### config.mk
export PLATFORM = sky130hd
export DESIGN_NAME = joypad_port_responder_flat
export DESIGN_NICKNAME = d
export VERILOG_FILES = /design/src/rtl/joypad_port_responder_pkg.sv /design/src/rtl/joypad_port_responder_if.sv /design/src/rtl/joypad_port_responder_sync_edge.sv /design/src/rtl/joypad_port_responder.sv /design/src/flat_wrapper.sv
export SDC_FILE = /design/constraint.sdc
export NUM_CORES = 1
export LEC_CHECK = 0
export ABC_AREA = 1
export CAP_MARGIN = 30
export CORE_MARGIN = 3
export CORE_UTILIZATION = 45
export CTS_BUF_LIST = sky130_fd_sc_hd__clkbuf_8
export DETAILED_ROUTE_END_ITERATION = 7
export GPL_ROUTABILITY_DRIVEN = 0
export PLACE_DENSITY = 0.74
export SYNTH_ARGS = -nofsm -noshare
export SYNTH_HDL_FRONTEND = slang
export SYNTH_SLANG_ARGS = --single-unit
export TNS_END_PERCENT = 5
### constraint.sdc
create_clock -name CLK -period 2.05 [get_ports CLK]
set_clock_uncertainty 0.2 [all_clocks]
set_input_delay 0.3075 -clock CLK [delete_from_list [all_inputs] [get_ports CLK]]
set_output_delay 0.3075 -clock CLK [all_outputs]
set_load 0.01 [all_outputs]
### src/rtl/joypad_port_responder_pkg.sv
// rtl/joypad_port_responder_pkg.sv - shared types, pad word packing and FSM encoding for the joypad port responder
package joypad_port_responder_pkg;

    localparam logic [3:0] PAD_ID = 4'hF;

    typedef logic [31:0] pad_word_t;

    // One controller as delivered by the HMI path; buttons are active high.
    typedef struct packed {
        logic [6:1] b;
        logic       select;
        logic       run;
        logic       u;
        logic       d;
        logic       l;
        logic       r;
        logic       mode1;
        logic       mode2;
    } joypad_t;

    typedef struct packed {
        joypad_t jp1;
        joypad_t jp2;
    } hmi_t;

    typedef enum logic [1:0] {
        ST_IDLE  = 2'd0,
        ST_SHIFT = 2'd1,
        ST_DONE  = 2'd2
    } pad_state_e;

    // Build the 32-bit word returned to the console; an absent pad reads as all zero (ID 0).
    function automatic pad_word_t pad_pack(input joypad_t jp, input logic connected);
        pad_word_t w;
        w = '0;
        if (connected) begin
            w[5:0]   = jp.b;
            w[6]     = jp.select;
            w[7]     = jp.run;
            w[8]     = jp.u;
            w[9]     = jp.r;
            w[10]    = jp.d;
            w[11]    = jp.l;
            w[12]    = jp.mode1;
            w[14]    = jp.mode2;
            w[31:28] = PAD_ID;
        end
        return w;
    endfunction

endpackage

### src/rtl/joypad_port_responder_if.sv
// rtl/joypad_port_responder_if.sv - console-side pad port signals with console and pad modports
interface joypad_port_responder_if;
    logic pad_latch;
    logic pad_clk;
    logic pad_dout;
    logic busy;

    modport master (output pad_latch, output pad_clk, input pad_dout, input busy);
    modport slave  (input pad_latch, input pad_clk, output pad_dout, output busy);
endinterface

### src/rtl/joypad_port_responder_sync_edge.sv
// rtl/joypad_port_responder_sync_edge.sv - multi-flop synchronizer with registered rise/fall pulses
module joypad_port_responder_sync_edge #(
    parameter int SYNC_STAGES = 2
) (
    input  logic clk_i,
    input  logic resetn_i,
    input  logic async_i,
    output logic level_o,
    output logic rise_o,
    output logic fall_o
);
    logic [SYNC_STAGES-1:0] sync_q;
    logic                   prev_q;
    logic                   rise_q;
    logic                   fall_q;

    // Synchronize the console line, then register edge pulses; prev_q is the level aligned with the pulses.
    always_ff @(posedge clk_i) begin
        if (!resetn_i) begin
            sync_q <= '0;
            prev_q <= 1'b0;
            rise_q <= 1'b0;
            fall_q <= 1'b0;
        end else begin
            sync_q <= {sync_q[SYNC_STAGES-2:0], async_i};
            prev_q <= sync_q[SYNC_STAGES-1];
            rise_q <= sync_q[SYNC_STAGES-1] & ~prev_q;
            fall_q <= ~sync_q[SYNC_STAGES-1] & prev_q;
        end
    end

    assign level_o = prev_q;
    assign rise_o  = rise_q;
    assign fall_o  = fall_q;

endmodule

### src/rtl/joypad_port_responder.sv
// rtl/joypad_port_responder.sv - pad-side joypad port: latch capture and LSB-first serial word output
module joypad_port_responder
    import joypad_port_responder_pkg::*;
#(
    parameter int PORT        = 0,
    parameter int SYNC_STAGES = 2,
    parameter int TIMEOUT_CYC = 4096
) (
    input  logic                    CLK,
    input  logic                    RESn,
    input  hmi_t                    hmi,
    input  logic                    connected,
    joypad_port_responder_if.slave  port
);
    localparam int            TW         = $clog2(TIMEOUT_CYC + 1);
    localparam logic [TW-1:0] TIMER_LAST = TW'(TIMEOUT_CYC - 1);
    localparam logic [TW-1:0] TIMER_MAX  = '1;

    logic latch_lvl, latch_rise, latch_fall;
    logic clk_lvl, clk_rise, clk_fall;
    logic unused_sync;

    pad_state_e      state_q, state_d;
    pad_word_t       shreg_q, shreg_d;
    logic [4:0]      bitcnt_q, bitcnt_d;
    logic [TW-1:0]   timer_q, timer_d;
    logic            pad_dout_q, pad_dout_d;
    logic            busy_q, busy_d;
    joypad_t         jp_sel;

    joypad_port_responder_sync_edge #(.SYNC_STAGES(SYNC_STAGES)) u_latch_sync (
        .clk_i    (CLK),
        .resetn_i (RESn),
        .async_i  (port.pad_latch),
        .level_o  (latch_lvl),
        .rise_o   (latch_rise),
        .fall_o   (latch_fall)
    );

    joypad_port_responder_sync_edge #(.SYNC_STAGES(SYNC_STAGES)) u_clk_sync (
        .clk_i    (CLK),
        .resetn_i (RESn),
        .async_i  (port.pad_clk),
        .level_o  (clk_lvl),
        .rise_o   (clk_rise),
        .fall_o   (clk_fall)
    );

    assign unused_sync = ^{latch_fall, clk_lvl, clk_rise};
    assign jp_sel      = (PORT == 1) ? hmi.jp2 : hmi.jp1;

    // Next-state logic: latch_rise always wins over a coincident clock fall.
    always_comb begin
        state_d  = state_q;
        shreg_d  = shreg_q;
        bitcnt_d = bitcnt_q;
        timer_d  = timer_q;
        case (state_q)
            ST_IDLE, ST_DONE: begin
                if (latch_rise) begin
                    shreg_d  = pad_pack(jp_sel, connected);
                    bitcnt_d = 5'd0;
                    timer_d  = '0;
                    state_d  = ST_SHIFT;
                end
            end
            ST_SHIFT: begin
                if (latch_rise) begin
                    shreg_d  = pad_pack(jp_sel, connected);
                    bitcnt_d = 5'd0;
                    timer_d  = '0;
                end else if (clk_fall && !latch_lvl) begin
                    shreg_d = shreg_q >> 1;
                    timer_d = '0;
                    if (bitcnt_q == 5'd31) begin
                        state_d = ST_DONE;
                    end else begin
                        bitcnt_d = bitcnt_q + 5'd1;
                    end
                end else if (timer_q == TIMER_LAST) begin
                    state_d = ST_IDLE;
                end else if (timer_q != TIMER_MAX) begin
                    timer_d = timer_q + 1'b1;
                end
            end
            default: state_d = ST_IDLE;
        endcase
        busy_d     = (state_d == ST_SHIFT);
        pad_dout_d = (state_d == ST_SHIFT) ? shreg_d[0] : 1'b0;
    end

    // State, shift register and registered outputs; reset drops any partial word.
    always_ff @(posedge CLK) begin
        if (!RESn) begin
            state_q    <= ST_IDLE;
            shreg_q    <= '0;
            bitcnt_q   <= 5'd0;
            timer_q    <= '0;
            pad_dout_q <= 1'b0;
            busy_q     <= 1'b0;
        end else begin
            state_q    <= state_d;
            shreg_q    <= shreg_d;
            bitcnt_q   <= bitcnt_d;
            timer_q    <= timer_d;
            pad_dout_q <= pad_dout_d;
            busy_q     <= busy_d;
        end
    end

    assign port.pad_dout = pad_dout_q;
    assign port.busy     = busy_q;

endmodule

### src/flat_wrapper.sv
// flat-port wrapper written by rule: the top's interface ports become plain ports
module joypad_port_responder_flat import joypad_port_responder_pkg::*;
#(
    parameter int PORT        = 0,
    parameter int SYNC_STAGES = 2,
    parameter int TIMEOUT_CYC = 4096
)
  (CLK, RESn, hmi, connected, port_pad_latch, port_pad_clk, port_pad_dout, port_busy);
  joypad_port_responder_if port_i ();
  input  logic CLK;
  input  logic RESn;
  input  hmi_t hmi;
  input  logic connected;
  input wire logic [$bits(port_i.pad_latch)-1:0] port_pad_latch;
  input wire logic [$bits(port_i.pad_clk)-1:0] port_pad_clk;
  output wire logic [$bits(port_i.pad_dout)-1:0] port_pad_dout;
  output wire logic [$bits(port_i.busy)-1:0] port_busy;
  assign port_i.pad_latch = port_pad_latch;
  assign port_i.pad_clk = port_pad_clk;
  assign port_pad_dout = port_i.pad_dout;
  assign port_busy = port_i.busy;
  joypad_port_responder #(.PORT(PORT), .SYNC_STAGES(SYNC_STAGES), .TIMEOUT_CYC(TIMEOUT_CYC)) u_core (.CLK(CLK), .RESn(RESn), .hmi(hmi), .connected(connected), .port(port_i));
endmodule
# Word level (Yosys, flattened, before mapping)

Index checks and enable logic that the tools add are counted.

Register bits after elaboration: 62
Output and inout port bits: 2

Add/subtract/negate cells: 2
Equality and inequality tests: 11
Muxes and demuxes: 24
Bitwise operators: 4
Reduce and logical (&&, ||, !) cells: 9

Operator list:

| operator                | number |
|---|---|
| $mux W32                | 3 |
| $mux W13                | 6 |
| $pmux W32 S2            | 1 |
| $pmux W13 S2            | 1 |
| $mux W5                 | 4 |
| $add A13 B1 Y13 const B | 1 |
| $eq A13 B12 Y1 const B  | 1 |
| $ne A13 B13 Y1 const B  | 1 |
| $mux W2                 | 5 |
| $pmux W5 S2             | 1 |
| $reduce_and A4 Y1       | 2 |
| $add A5 B1 Y5 const B   | 1 |
| $eq A5 B5 Y1 const B    | 1 |
| $eq A2 B1 Y1 const B    | 2 |
| $mux W4                 | 1 |
| $ne A4 B2 Y1 const B    | 1 |
| $ne A4 B3 Y1 const B    | 1 |
| $pmux W2 S2             | 1 |
| $ne A3 B2 Y1 const B    | 1 |
| $ne A3 B3 Y1 const B    | 1 |
| $reduce_and A3 Y1       | 1 |
| $and A1 B1 Y1           | 2 |
| $eq A2 B2 Y1 const B    | 1 |
| $logic_not A2 Y1        | 1 |
| 8 further kinds         | 9 |

# Depth between registers and ports, before layout

Depth in word-level cells: 7
Depth in mapped cells: 11
Mapped depth without buffers: 11

# By module

Synthesis repeated with hierarchy kept, for this count alone.

Cells, all modules: 382
Area total of the unflattened synthesis: 2810.2 um^2

By module, submodules not included:

| module                          | times used | cells an instance | area each (um^2) | sequential area each (um^2) |
|---|---|---|---|---|
| joypad_port_responder           | 1          | 354               | 2537.4           | 1081.0 |
| joypad_port_responder_sync_edge | 2          | 14                | 136.4            | 100.1 |

# Worst setup path after synthesis

No wires, ideal clock.

Path type: register to register
From: register u_core.timer_q[0]
To: register u_core.timer_q[10]
Library setup time: 0.118 ns
Arrival: 1.460 ns
Data required time: 1.732 ns
Path slack: 0.271 ns
Cell stages (with the launch flop): 10
Path through: dfxtp_1 -> ha_1 -> nand2_1 -> nor2_1 -> nand3_1 -> nand2_1 -> nand2_2 -> buf_6 -> a21oi_1 -> nor3_2

Longest elaborated chain between the ends: 6
Elaborated cells on any way between the ends: 11

RTL lines:

| element                | line                         | text |
|---|---|---|
| start, declared        | joypad_port_responder.sv:26  | `logic [TW-1:0] timer_q, timer_d;` |
| start signal, assigned | joypad_port_responder.sv:105 | `timer_q <= timer_d;` |
| $add A13 B1 Y13        | joypad_port_responder.sv:83  | `timer_d = timer_q + 1'b1;` |
| $mux W13               | joypad_port_responder.sv:82  | `end else if (timer_q != TIMER_MAX) begin` |
| $mux W13               | joypad_port_responder.sv:80  | `end else if (timer_q == TIMER_LAST) begin` |
| $mux W13               | joypad_port_responder.sv:72  | `end else if (clk_fall && !latch_lvl) begin` |
| $mux W13               | joypad_port_responder.sv:68  | `if (latch_rise) begin` |
| $pmux W13 S2           | joypad_port_responder.sv:58  | `case (state_q)` |

Parallel ways exist; a longest one is shown, timed or not. The select of a mux whose other input is x is not followed.
A chain may end at the register's enable or synchronous reset.

# Final worst setup path

From: register u_core.state_q[0]
To: register u_core.timer_q[2]

Longest elaborated chain between the ends: 4
Elaborated cells on any way between the ends: 10

RTL lines:

| element                                                             | line                         | text |
|---|---|---|
| start, declared                                                     | joypad_port_responder.sv:23  | `pad_state_e state_q, state_d;` |
| start signal, assigned                                              | joypad_port_responder.sv:102 | `state_q <= state_d;` |
| $eq A2 B2 Y1 / $logic_not A2 Y1 (equally long branches)             | joypad_port_responder.sv:58  |  |
| $reduce_or A2 Y1                                                    | joypad_port_responder.sv:58  |  |
| $ne A2 B2 Y1 (no line) / $reduce_bool A2 Y1 (equally long branches) | --                           |  |
| $reduce_and A4 Y1 (no line)                                         | --                           |  |

Parallel ways exist; a longest one is shown, timed or not.

==> impl_metrics.csv <==
group,metric,value,unit
placement,port_buffers,20,
clock_network,cts_max_path_buffers,2,
drt,vias,2279,
placement,dpl_cell_area,0.00293,mm^2
drt,ant_nets,0,
critical_path,required,2.12,ns
critical_path,ff2ff_setup_slack,0.16,ns
critical_path,crit_path_end,"u_core.timer_q[2]",
clock_network,cts.htree.levels,3,
critical_path,cp-end-kind,"register",
synth,ys.flop_type,"dfxtp_1",
layout,final_nets,416,
synth,synth_area_leaders,"dfxtp_1 (48%), nand2_1 (9.4%), inv_1 (7.2%), a21oi_1 (6.7%), nand3_1 (5.8%)",
critical_path,startpoint,"u_core.state_q[0]",
drt,firstDrtPassIters,4,
sta,fin_crit,1.89,ns
placement,placedCellCount,440,
placement,post-dp-hpwl,3650,um
clock_network,cts_root_buf,"clkbuf_8",
drt,drc,0,
synth,synthesis.area,0.00261,mm^2
synth,yosysMostFrequentCell,"nand2_1",
sta,setup_viol,0,
critical_path,cp_slowest_cell,"dfxtp_1",
sta,setup_tns,0,ns
critical_path,crit_path_max_incr_delay,0.43,ns
critical_path,cp-start-kind,"register",
layout,antenna_cells,0,
die,dieWidth,82.1,um
outcome,outcome,"finished, final reports clean",
power_and_ir_drop,power,2.40,mW
critical_path,crit_chain,"inv_2 > nor2_4 > nand2_2 > o21ai_4 > nand2_2 > inv_2 > o21ai_0 > nor2_1",
synth,synth_edf_count,0,
sta,post-route-period-util,0.924,
die,die_area,0.00674,mm^2
synth,synth_commonest_cells,"nand2_1 (65), dfxtp_1 (62), inv_1 (50)",
synth,synth_top_area_cell,"dfxtp_1",
grt,track_usage,0.172,
drt,vias_per_cell,4.99,
grt,grt-ovfl-total,0,
sta,drv_slew,0,
synth,avgSynthCellArea,7.53,um^2
sta,rsz0062_at_grt,"true",
critical_path,crit_arrival,1.96,ns
power_and_ir_drop,powerDensity,767,mW/mm^2
synth,syn-num-nets,382,
min_path,hp-class,"register to register",
synth,netlist_instances,346,
clock_network,clk_pin_slew,0.07,ns
drt,post_drt_wl_per_cell,11.5,um
die,core-area,0.00554,mm^2
die,io_pins,35,
critical_path,ff2ff_path_depth,8,
die,die_height,82.1,um
synth,ys_warn_count,0,
synth,synth.distinct_cells,28,
critical_path,cp_max_fo,11,
die,row_count,27,
synth,synthArstFlopShare,0,
sta,final-hold-violation-count,0,
critical_path,crit_type,"register to register",
drt,drt_iter0_markers,118,
layout,area_growth,20.1,%
layout,final_design_area_no_fill,0.00313,mm^2
synth,synth-seq-area-share,0.476,
grt,grt_pass1_wl,8860,um
grt,antenna_found_initial,0,
critical_path,regToRegStartpoint,"u_core.state_q[0]",
sta,fmax,528,MHz
grt,grt_pass1_vias,2063,
layout,final_layout_size_suffix_gt1_frac,0.117,
drt,drt_wl_total,5250,um
sta,max-slew-margin-rel,0.751,
clock_network,cts_tree,"yes",
die,start_util,0.470,
clock_network,clk_latency,0.34,ns
flow_run,drv_cap,0,
sta,tightest_slew,0.371,ns
layout,instances_no_fill,457,
grt,grt_max_degree,25,
synth,yosys.area.top_type_share,0.476,
power_and_ir_drop,leakage,1.23,nW
power_and_ir_drop,ir_drop,0.669,mV
synth,ys_seq_elements,62,
critical_path,rr_endpoint,"u_core.timer_q[2]",
clock_network,clock-sinks,62,
clock_network,cts_buffers,9,
==> cells in the final DEF (no fill, tap or decap), drive strengths merged <==
cell	instances
nand4	4
ha	3
o21ai	15
a32oi	1
nor2	32
or2	1
a21oi	35
clkinv	5
o21a	2
a31oi	3
clkbuf	9
nand2	69
buf	15
nor3	8
nand3	30
clkdlybuf4s50	20
inv	54
o221ai	10
o22ai	3
clkinvlp	2
o211ai	1
bufinv	1
dfxtp	62
==> cell families after synthesis <==
kind of cell             count (synthesis)  synth area share
AND/OR/NAND/NOR                        144             0.241
flip-flops                              62             0.476
AO/OA/AOI/OAI                           70             0.160
adder cells (fa/ha/maj)                  3            0.0144
buffers and inverters                   67             0.108
==> timing repair <==
item	in CTS	in global routing
setup endpoints to repair	0	19
setup buffers	0	1
resized for setup	0	2
hold buffers	0	0
==> power breakdown <==
group	switching (mW)	internal [mW]	leakage, nW
sequential	0.00694	1.22	0.501
clock	0.474	0.552	0.0948
combinational	0.0849	0.0651	0.634
total	0.566	1.83	1.23
==> metrics by stage <==
stage               hold slack, ns  utilization  setup WS, ns
global route                 0.227        0.565       -0.0262
floorplan                    0.190            -         0.271
CTS                          0.209        0.562        0.0362
finish                       0.214        0.565         0.155
global placement             0.195        0.528        0.0871
detailed placement           0.199        0.528        0.0529
==> cell type report <==
| class | instances | area (um^2) |
|---|---|---|
| inverter | 55 | 206 |
| clock buffer | 9 | 124 |
| multi-input combinational | 217 | 1090 |
| sequential | 62 | 1240 |
| fill | 525 | 2410 |
| timing repair buffer | 35 | 313 |
| clock inverter | 7 | 65.1 |
| tap | 72 | 90.1 |
==> sequential cells by signal, indices dropped and copies added, names as in the netlist <==
name and cells:
u_core.bitcnt_q 5, u_core.port.busy 1, u_core.port.pad_dout 1, u_core.shreg_q 32, u_core.state_q 2, u_core.timer_q 13
u_core.u_clk_sync.fall_o 1, u_core.u_clk_sync.level_o 1, u_core.u_clk_sync.sync_q 2, u_core.u_latch_sync.level_o 1, u_core.u_latch_sync.rise_o 1, u_core.u_latch_sync.sync_q 2
==> worst min path at each step <==
stage,cells after the start,to,startpoint,slack (ns)
5_1_grt,1,u_core.u_latch_sync.rise_o,u_core.u_latch_sync.level_o,0.23
3_5_place_dp,1,u_core.u_latch_sync.rise_o,u_core.u_latch_sync.level_o,0.20
2_1_floorplan,1,u_core.u_clk_sync.fall_o,u_core.u_clk_sync.sync_q[1],0.19
6_report,2,u_core.u_latch_sync.sync_q[1],u_core.u_latch_sync.sync_q[0],0.21
4_1_cts,1,u_core.u_latch_sync.rise_o,u_core.u_latch_sync.level_o,0.21
3_3_place_gp,2,u_core.u_latch_sync.sync_q[1],u_core.u_latch_sync.sync_q[0],0.19
==> critical path, delay by kind of cell (launching register included) <==
family,cells,cell delay (ns)
simple gates,4,0.47
compound gates,2,0.44
flops,1,0.43
buf+inv,2,0.29
==> metal layers <==
metal,vias up,track usage,routed length (um),part of all wire
met5,-,0,0,0
met4,0,0.0797,34,0.0065
met2,42,0.270,2510,0.48
met3,2,0.0564,244,0.047
li1,1202,-,-,-
met1,1033,0.214,2460,0.47
Power figures use the tool's default switching activity.
